[src/rtl/wb_mux_ctrl_reg_if.sv]
// Wishbone classic slave bus bundle for the motor-pin mux control register.
interface wb_mux_ctrl_reg_if #(
    parameter int unsigned DATA_WIDTH = 32,
    parameter int unsigned ADDR_WIDTH = 32
);
    logic [ADDR_WIDTH-1:0] wb_adr_i;
    logic [DATA_WIDTH-1:0] wb_dat_i;
    logic [DATA_WIDTH-1:0] wb_dat_o;
    logic                  wb_we_i;
    logic                  wb_stb_i;
    logic                  wb_cyc_i;
    logic                  wb_ack_o;

    modport slave (
        input  wb_adr_i, wb_dat_i, wb_we_i, wb_stb_i, wb_cyc_i,
        output wb_dat_o, wb_ack_o
    );

    modport master (
        output wb_adr_i, wb_dat_i, wb_we_i, wb_stb_i, wb_cyc_i,
        input  wb_dat_o, wb_ack_o
    );
endinterface

[src/rtl/wb_mux_ctrl_reg.sv]
// Wishbone control register owning the motor-pin mux selection. Every change
// of the applied mux passes through a safe-idle guard interval.
// Optional watchdog (reverts the mux to RESET_VALUE when not kicked) is built
// only when MUX_CTRL_WDOG_EN is defined.
module wb_mux_ctrl_reg #(
    parameter int unsigned DATA_WIDTH   = 32,
    parameter int unsigned ADDR_WIDTH   = 32,
    parameter int unsigned MUX_WIDTH    = 8,
    parameter int unsigned RESET_VALUE  = 0,
    parameter int unsigned GUARD_CYCLES = 1000,
    parameter int unsigned WDOG_CYCLES  = 72000000
) (
    input  logic                  i_clk,
    input  logic                  i_rst,
    wb_mux_ctrl_reg_if.slave      wb,
    output logic [DATA_WIDTH-1:0] o_mux_req,
    output logic [MUX_WIDTH-1:0]  o_mux_active,
    output logic                  o_guard
);

    // A guard of 0 cycles is promoted to 1, so the reload value floors at 0.
    localparam int unsigned GUARD_LOAD = (GUARD_CYCLES > 1) ? GUARD_CYCLES - 1 : 0;
    localparam int unsigned GCNT_W     = (GUARD_LOAD > 1) ? $clog2(GUARD_LOAD + 1) : 1;
    localparam logic [MUX_WIDTH-1:0] MUX_RST = MUX_WIDTH'(RESET_VALUE);

    localparam logic [1:0] A_CTRL   = 2'd0;
    localparam logic [1:0] A_STATUS = 2'd1;
    localparam logic [1:0] A_KICK   = 2'd2;

    typedef enum logic {
        ST_ACTIVE = 1'b0,
        ST_GUARD  = 1'b1
    } state_t;

    state_t                  state_q, state_d;
    logic [GCNT_W-1:0]       gcnt_q, gcnt_d;
    logic [MUX_WIDTH-1:0]    req_q, req_d;
    logic [MUX_WIDTH-1:0]    act_q, act_d;
    logic                    ack_q, ack_d;
    logic [DATA_WIDTH-1:0]   dat_q, dat_d;
    logic                    tripped_q;

    logic                    bus_req;
    logic                    ctrl_wr;
    logic                    status_wr;
    logic                    kick_wr;
    logic [MUX_WIDTH-1:0]    wr_mux;
    logic [DATA_WIDTH-1:0]   rdata;
    logic                    unused_bus;

`ifdef MUX_CTRL_WDOG_EN
    localparam int unsigned WD_LIMIT = (WDOG_CYCLES > 1) ? WDOG_CYCLES - 1 : 0;
    localparam int unsigned WD_W     = (WD_LIMIT > 1) ? $clog2(WD_LIMIT + 1) : 1;

    logic [WD_W-1:0] wd_q, wd_d;
    logic            trip_d;
`else
    assign tripped_q = 1'b0;
`endif

    // Bus request decode; ACK never asserts on two consecutive cycles.
    assign bus_req   = wb.wb_stb_i & wb.wb_cyc_i & ~ack_q;
    assign ctrl_wr   = bus_req & wb.wb_we_i & (wb.wb_adr_i[3:2] == A_CTRL);
    assign status_wr = bus_req & wb.wb_we_i & (wb.wb_adr_i[3:2] == A_STATUS);
    assign kick_wr   = bus_req & wb.wb_we_i & (wb.wb_adr_i[3:2] == A_KICK);
    assign wr_mux    = wb.wb_dat_i[MUX_WIDTH-1:0];

    // Only address bits [3:2] and the low data bits carry meaning.
    assign unused_bus = ^{wb.wb_adr_i, wb.wb_dat_i, kick_wr, status_wr};

    assign o_mux_req    = DATA_WIDTH'(req_q);
    assign o_mux_active = act_q;
    assign o_guard      = (state_q == ST_GUARD);
    assign wb.wb_ack_o  = ack_q;
    assign wb.wb_dat_o  = dat_q;

    // Read data mux; undecoded bits read as zero.
    always_comb begin
        rdata = '0;
        case (wb.wb_adr_i[3:2])
            A_CTRL:   rdata = DATA_WIDTH'(req_q);
            A_STATUS: rdata = (DATA_WIDTH'(act_q) << 8) | DATA_WIDTH'({tripped_q, o_guard});
            default:  rdata = '0;
        endcase
    end

    // Next-state logic: bus response, guard FSM and optional watchdog.
    always_comb begin
        state_d = state_q;
        gcnt_d  = gcnt_q;
        req_d   = req_q;
        act_d   = act_q;
        ack_d   = bus_req;
        dat_d   = bus_req ? rdata : '0;
`ifdef MUX_CTRL_WDOG_EN
        wd_d    = wd_q;
        trip_d  = tripped_q;
`endif

        case (state_q)
            ST_ACTIVE: begin
                if (ctrl_wr) begin
                    req_d = wr_mux;
                    if (wr_mux != act_q) begin
                        state_d = ST_GUARD;
                        gcnt_d  = GCNT_W'(GUARD_LOAD);
                    end
                end
            end
            ST_GUARD: begin
                // A write on the expiry edge restarts the guard instead.
                if (ctrl_wr) begin
                    req_d  = wr_mux;
                    gcnt_d = GCNT_W'(GUARD_LOAD);
                end else if (gcnt_q == '0) begin
                    act_d   = req_q;
                    state_d = ST_ACTIVE;
                end else begin
                    gcnt_d = gcnt_q - GCNT_W'(1);
                end
            end
            default: state_d = ST_ACTIVE;
        endcase

`ifdef MUX_CTRL_WDOG_EN
        if (status_wr && wb.wb_dat_i[1]) begin
            trip_d = 1'b0;
        end
        // Trip is evaluated last so it overrides the W1C clear.
        if (ctrl_wr || kick_wr || (req_q == MUX_RST)) begin
            wd_d = '0;
        end else if (wd_q == WD_W'(WD_LIMIT)) begin
            wd_d    = '0;
            req_d   = MUX_RST;
            trip_d  = 1'b1;
            state_d = ST_GUARD;
            gcnt_d  = GCNT_W'(GUARD_LOAD);
        end else begin
            wd_d = wd_q + WD_W'(1);
        end
`endif
    end

    // State registers with synchronous active-high reset.
    always_ff @(posedge i_clk) begin
        if (i_rst) begin
            state_q <= ST_ACTIVE;
            gcnt_q  <= '0;
            req_q   <= MUX_RST;
            act_q   <= MUX_RST;
            ack_q   <= 1'b0;
            dat_q   <= '0;
        end else begin
            state_q <= state_d;
            gcnt_q  <= gcnt_d;
            req_q   <= req_d;
            act_q   <= act_d;
            ack_q   <= ack_d;
            dat_q   <= dat_d;
        end
    end

`ifdef MUX_CTRL_WDOG_EN
    // Watchdog counter and trip flag.
    always_ff @(posedge i_clk) begin
        if (i_rst) begin
            wd_q      <= '0;
            tripped_q <= 1'b0;
        end else begin
            wd_q      <= wd_d;
            tripped_q <= trip_d;
        end
    end
`endif

endmodule

[src/flat_wrapper.sv]
// flat-port wrapper written by rule: the top's interface ports become plain ports
module wb_mux_ctrl_reg_flat 
#(
    parameter int unsigned DATA_WIDTH   = 32,
    parameter int unsigned ADDR_WIDTH   = 32,
    parameter int unsigned MUX_WIDTH    = 8,
    parameter int unsigned RESET_VALUE  = 0,
    parameter int unsigned GUARD_CYCLES = 1000,
    parameter int unsigned WDOG_CYCLES  = 72000000
)
  (i_clk, i_rst, o_mux_req, o_mux_active, o_guard, wb_wb_adr_i, wb_wb_dat_i, wb_wb_we_i, wb_wb_stb_i, wb_wb_cyc_i, wb_wb_dat_o, wb_wb_ack_o);
  wb_mux_ctrl_reg_if #(.DATA_WIDTH(DATA_WIDTH), .ADDR_WIDTH(ADDR_WIDTH)) wb_i ();
  input  logic i_clk;
  input  logic i_rst;
  output logic [DATA_WIDTH-1:0] o_mux_req;
  output logic [MUX_WIDTH-1:0] o_mux_active;
  output logic o_guard;
  input wire logic [$bits(wb_i.wb_adr_i)-1:0] wb_wb_adr_i;
  input wire logic [$bits(wb_i.wb_dat_i)-1:0] wb_wb_dat_i;
  input wire logic [$bits(wb_i.wb_we_i)-1:0] wb_wb_we_i;
  input wire logic [$bits(wb_i.wb_stb_i)-1:0] wb_wb_stb_i;
  input wire logic [$bits(wb_i.wb_cyc_i)-1:0] wb_wb_cyc_i;
  output wire logic [$bits(wb_i.wb_dat_o)-1:0] wb_wb_dat_o;
  output wire logic [$bits(wb_i.wb_ack_o)-1:0] wb_wb_ack_o;
  assign wb_i.wb_adr_i = wb_wb_adr_i;
  assign wb_i.wb_dat_i = wb_wb_dat_i;
  assign wb_i.wb_we_i = wb_wb_we_i;
  assign wb_i.wb_stb_i = wb_wb_stb_i;
  assign wb_i.wb_cyc_i = wb_wb_cyc_i;
  assign wb_wb_dat_o = wb_i.wb_dat_o;
  assign wb_wb_ack_o = wb_i.wb_ack_o;
  wb_mux_ctrl_reg #(.DATA_WIDTH(DATA_WIDTH), .ADDR_WIDTH(ADDR_WIDTH), .MUX_WIDTH(MUX_WIDTH), .RESET_VALUE(RESET_VALUE), .GUARD_CYCLES(GUARD_CYCLES), .WDOG_CYCLES(WDOG_CYCLES)) u_core (.i_clk(i_clk), .i_rst(i_rst), .wb(wb_i), .o_mux_req(o_mux_req), .o_mux_active(o_mux_active), .o_guard(o_guard));
endmodule
[config.mk]
export PLATFORM = sky130hd
export DESIGN_NAME = wb_mux_ctrl_reg_flat
export DESIGN_NICKNAME = d
export VERILOG_FILES = /design/src/rtl/wb_mux_ctrl_reg_if.sv /design/src/rtl/wb_mux_ctrl_reg.sv /design/src/flat_wrapper.sv
export SDC_FILE = /design/constraint.sdc
export NUM_CORES = 1
export LEC_CHECK = 0
export ABC_AREA = 0
export CAP_MARGIN = 20
export CORE_ASPECT_RATIO = 1.25
export CORE_MARGIN = 1
export CORE_UTILIZATION = 33
export DETAILED_ROUTE_END_ITERATION = 16
export PLACE_DENSITY = 0.88
export SLEW_MARGIN = 20
export SYNTH_ARGS = -nofsm -noshare
export SYNTH_HDL_FRONTEND = slang
export SYNTH_SLANG_ARGS = --single-unit
[constraint.sdc]
create_clock -name i_clk -period 2 [get_ports i_clk]
set_clock_uncertainty 0.15 [all_clocks]
set_input_delay 0.5 -clock i_clk [delete_from_list [all_inputs] [get_ports i_clk]]
set_output_delay 0.5 -clock i_clk [all_outputs]
set_load 0.03 [all_outputs]
==> flow_summary.yaml <==
critical_path:
  critPathCapture: "wb_wb_dat_o[10]"
  critical-path-top-delay-family: "buffers and inverters"
  crit_cells: 1
  start_kind: "flop"
  cp-end-kind: "output port"
  startpoint: "u_core.wb.wb_dat_o[10]$_SDFF_PP0_"
  path_class: "reg2out"
  r2r_start: "u_core.gcnt_q[1]$_SDFFE_PP0P_"
  required_ps: 1350
  path_buf_inv: 1
  crit_fanout: 1
  path_cells: "clkdlybuf4s50_1"
  critPathArrivalTime_ps: 1290
  regToRegEndpoint: "u_core.gcnt_q[6]$_SDFFE_PP0P_"
  rrSetupSlack_ps: 90
  cpPeakStageDelay_ps: 670
  slowest_stage: "clkdlybuf4s50_1"
  rr_worst_depth: 6
global_route:
  grt_max_degree: 17
  grt.overflow.total: 0
  grt_first_pass_wirelength_um: 8110
  grt_antenna_before_repair: 0
  grt.total_usage_pct: 15.3
  grt_pass1_vias: 1879
timing:
  fin_crit_ps: 1940
  fmax_mhz: 515
  worst_hold_slack_ps: 348
  hold_violations: 0
  rsz0062_at_grt: "yes"
  finalMaxSlewViolations: 0
  setup_viol_count_final: 0
  period_share_pct: 97.1
clock_network:
  root_buffer: "clkbuf_8"
  htreeDepth: 2
  cts_buffer_depth: 2
  cts_tree: "done"
  path_clk_slew_ps: 80
  cts.sink_count: 44
  cts_buffers: 5
  cts_hold_buf: 0
  worstSkewPairLatency_ps: 310
final_layout:
  final_util_pct: 48.8
  multi_input_area_um2: 1150
  seq_area_um2: 883
  drive_gt1_share_pct: 20.5
  fillerInstances: 592
  final_cell_mix: "dfxtp_1, conb_1, buf_4, clkdlybuf4s50_1, nand2_1"
  layout_commonest_cell: "dfxtp_1"
  areaGrowthSynthToFinish_pct: 39.5
  fin_nets: 402
  diodes: 0
floorplan:
  coreArea_um2: 6290
  fp.dieArea_um2: 6990
  io_pins: 143
  die-width_um: 75.0
  die_h_um: 93.2
  initial_core_util_pct: 35.0
  row_count: 32
logic_synthesis:
  ys_ff_latch: 44
  synth_warnings: 0
  synth_area_um2: 2200
  yosysSeqAreaShare_pct: 40.1
  synth_edf_count: 0
  synthArstFlopShare_pct: 0
  synth_flop_cell: "dfxtp_1"
  synthCells: 248
  yosysUniqueCellTypes: 49
  synth_area_per_cell_um2: 8.86
detailed_routing:
  drc: 0
  drt_iter0_drc: 101
  wire_per_inst_um: 13.0
  vias: 2042
  drt-total-wl_um: 5430
  vias_per_cell: 4.90
  first_pass_iters: 4
  antenna_left: 0
pwr:
  ir_drop_mv: 0.449
  cellPowerDensity_nw_per_um2: 651
  p_leak_uw: 0.00130
status:
  outcome: "finished clean"
job:
  cap_viol_max_count: 0
placed_design:
  gp_congestion: 0.902
  hpwl_um: 4060
  port_buffers: 48
min_path:
  min_from: "u_core.req_q[5]$_SDFFE_PP0P_"
  hp-class: "reg2reg"
cell type report:
class                   count  area share (%)
clock buffers               5            2.24
clock inverters             2            1.96
inverters                   9            1.10
multi-input cells         187            37.7
flip-flops and latches     44            28.8
well taps                  85            3.47
repair buffers             85            24.7
how the worst min path moves through the flow:
stage	to	slack, ps	cells past startpoint
after floorplan	u_core.gcnt_q[9]$_SDFFE_PP0P_	320	2
after global placement	u_core.req_q[1]$_SDFFE_PP0P_	320	2
after detailed placement	u_core.req_q[5]$_SDFFE_PP0P_	340	2
after CTS	u_core.req_q[5]$_SDFFE_PP0P_	340	2
after global routing	u_core.req_q[7]$_SDFFE_PP0P_	370	2
final	u_core.req_q[5]$_SDFFE_PP0P_	350	2
cell usage after synthesis, types with 2 or more instances:
cell | number | area (um^2)
a2111oi_4 | 2 | 55.1
a211oi_1 | 3 | 22.5
a21oi_1 | 20 | 100
a311oi_1 | 2 | 17.5
and2_1 | 15 | 93.8
and3_1 | 3 | 18.8
buf_2 | 3 | 15.0
buf_4 | 40 | 300
clkbuf_1 | 3 | 11.3
dfxtp_1 | 44 | 881
inv_1 | 8 | 30.0
nand2_1 | 20 | 75.1
nand3_1 | 11 | 55.1
nand4_1 | 3 | 18.8
nor2_1 | 8 | 30.0
nor3_1 | 4 | 20.0
nor3_2 | 2 | 20.0
nor3b_1 | 2 | 15.0
nor4_1 | 3 | 18.8
o211ai_1 | 2 | 15.0
o21ai_0 | 12 | 60.1
o21ai_1 | 2 | 10.0
o41ai_1 | 3 | 26.3
xnor2_1 | 8 | 70.1
registers in the layout, summed over array words and instances (netlist names):
signal	count
u_core.gcnt_q	10
u_core.o_guard	1
u_core.o_mux_active	8
u_core.req_q	8
u_core.wb.wb_ack_o	1
u_core.wb.wb_dat_o	16
cells by family (layout without fill, tap and decap cells):
| family | Yosys count | after routing | synth area share, % |
|---|---|---|---|
| compound gates | 55 | 55 | 17.6 |
| xor+xnor | 8 | 8 | 3.19 |
| fa+ha+maj | 1 | 1 | 0.569 |
| buf+inv | 56 | 101 | 16.6 |
| flops | 44 | 44 | 40.1 |
| mux | 1 | 1 | 0.456 |
| other cells | 1 | 40 | 0.171 |
| simple gates | 82 | 82 | 21.3 |
tightest hold or removal path, cell delays in order, from the launching register on:
cell     delay (ps)
dfxtp_1         340
nand2_1          60
a21oi_1          60
metal layers:
layer	vias to the layer above	GRT usage (%)	routed length [um]	part of all wire [%]
met5	-	0	0	0
met4	0	7.55	161	3.0
met3	20	4.20	337	6.2
met2	104	28.2	2990	55
met1	951	15.1	1940	36
li1	967	-	-	-
where the power goes:
part | internal, uW | switching (uW)
Clock | 491 | 295
Combinational | 106 | 212
Sequential | 883 | 8.79
Total | 1480 | 516
per-stage QoR:
stage | power, uW | std cells | instance area (um^2) | setup slack (ps) | setup TNS, ps
detailed placement | 1210 | 407 | 2850 | -364 | -8320
floorplan | 1170 | 287 | 2340 | 116 | 0
global route | 2070 | 417 | 3070 | -11.0 | -11.0
CTS | 1990 | 414 | 2970 | 3.18 | 0
global placement | 1210 | 407 | 2850 | -344 | -7050
finish | 2000 | 417 | 3070 | 58.8 | 0
what timing repair did:
| action | 4_1_cts | 5_1_grt |
|---|---|---|
| buffers inserted | 0 | 3 |
| resized for setup | 18 | 22 |
| pin swaps | 0 | 8 |
| setup endpoints to repair | 21 | 20 |
Note: power is estimated with default switching activity, not from simulation.
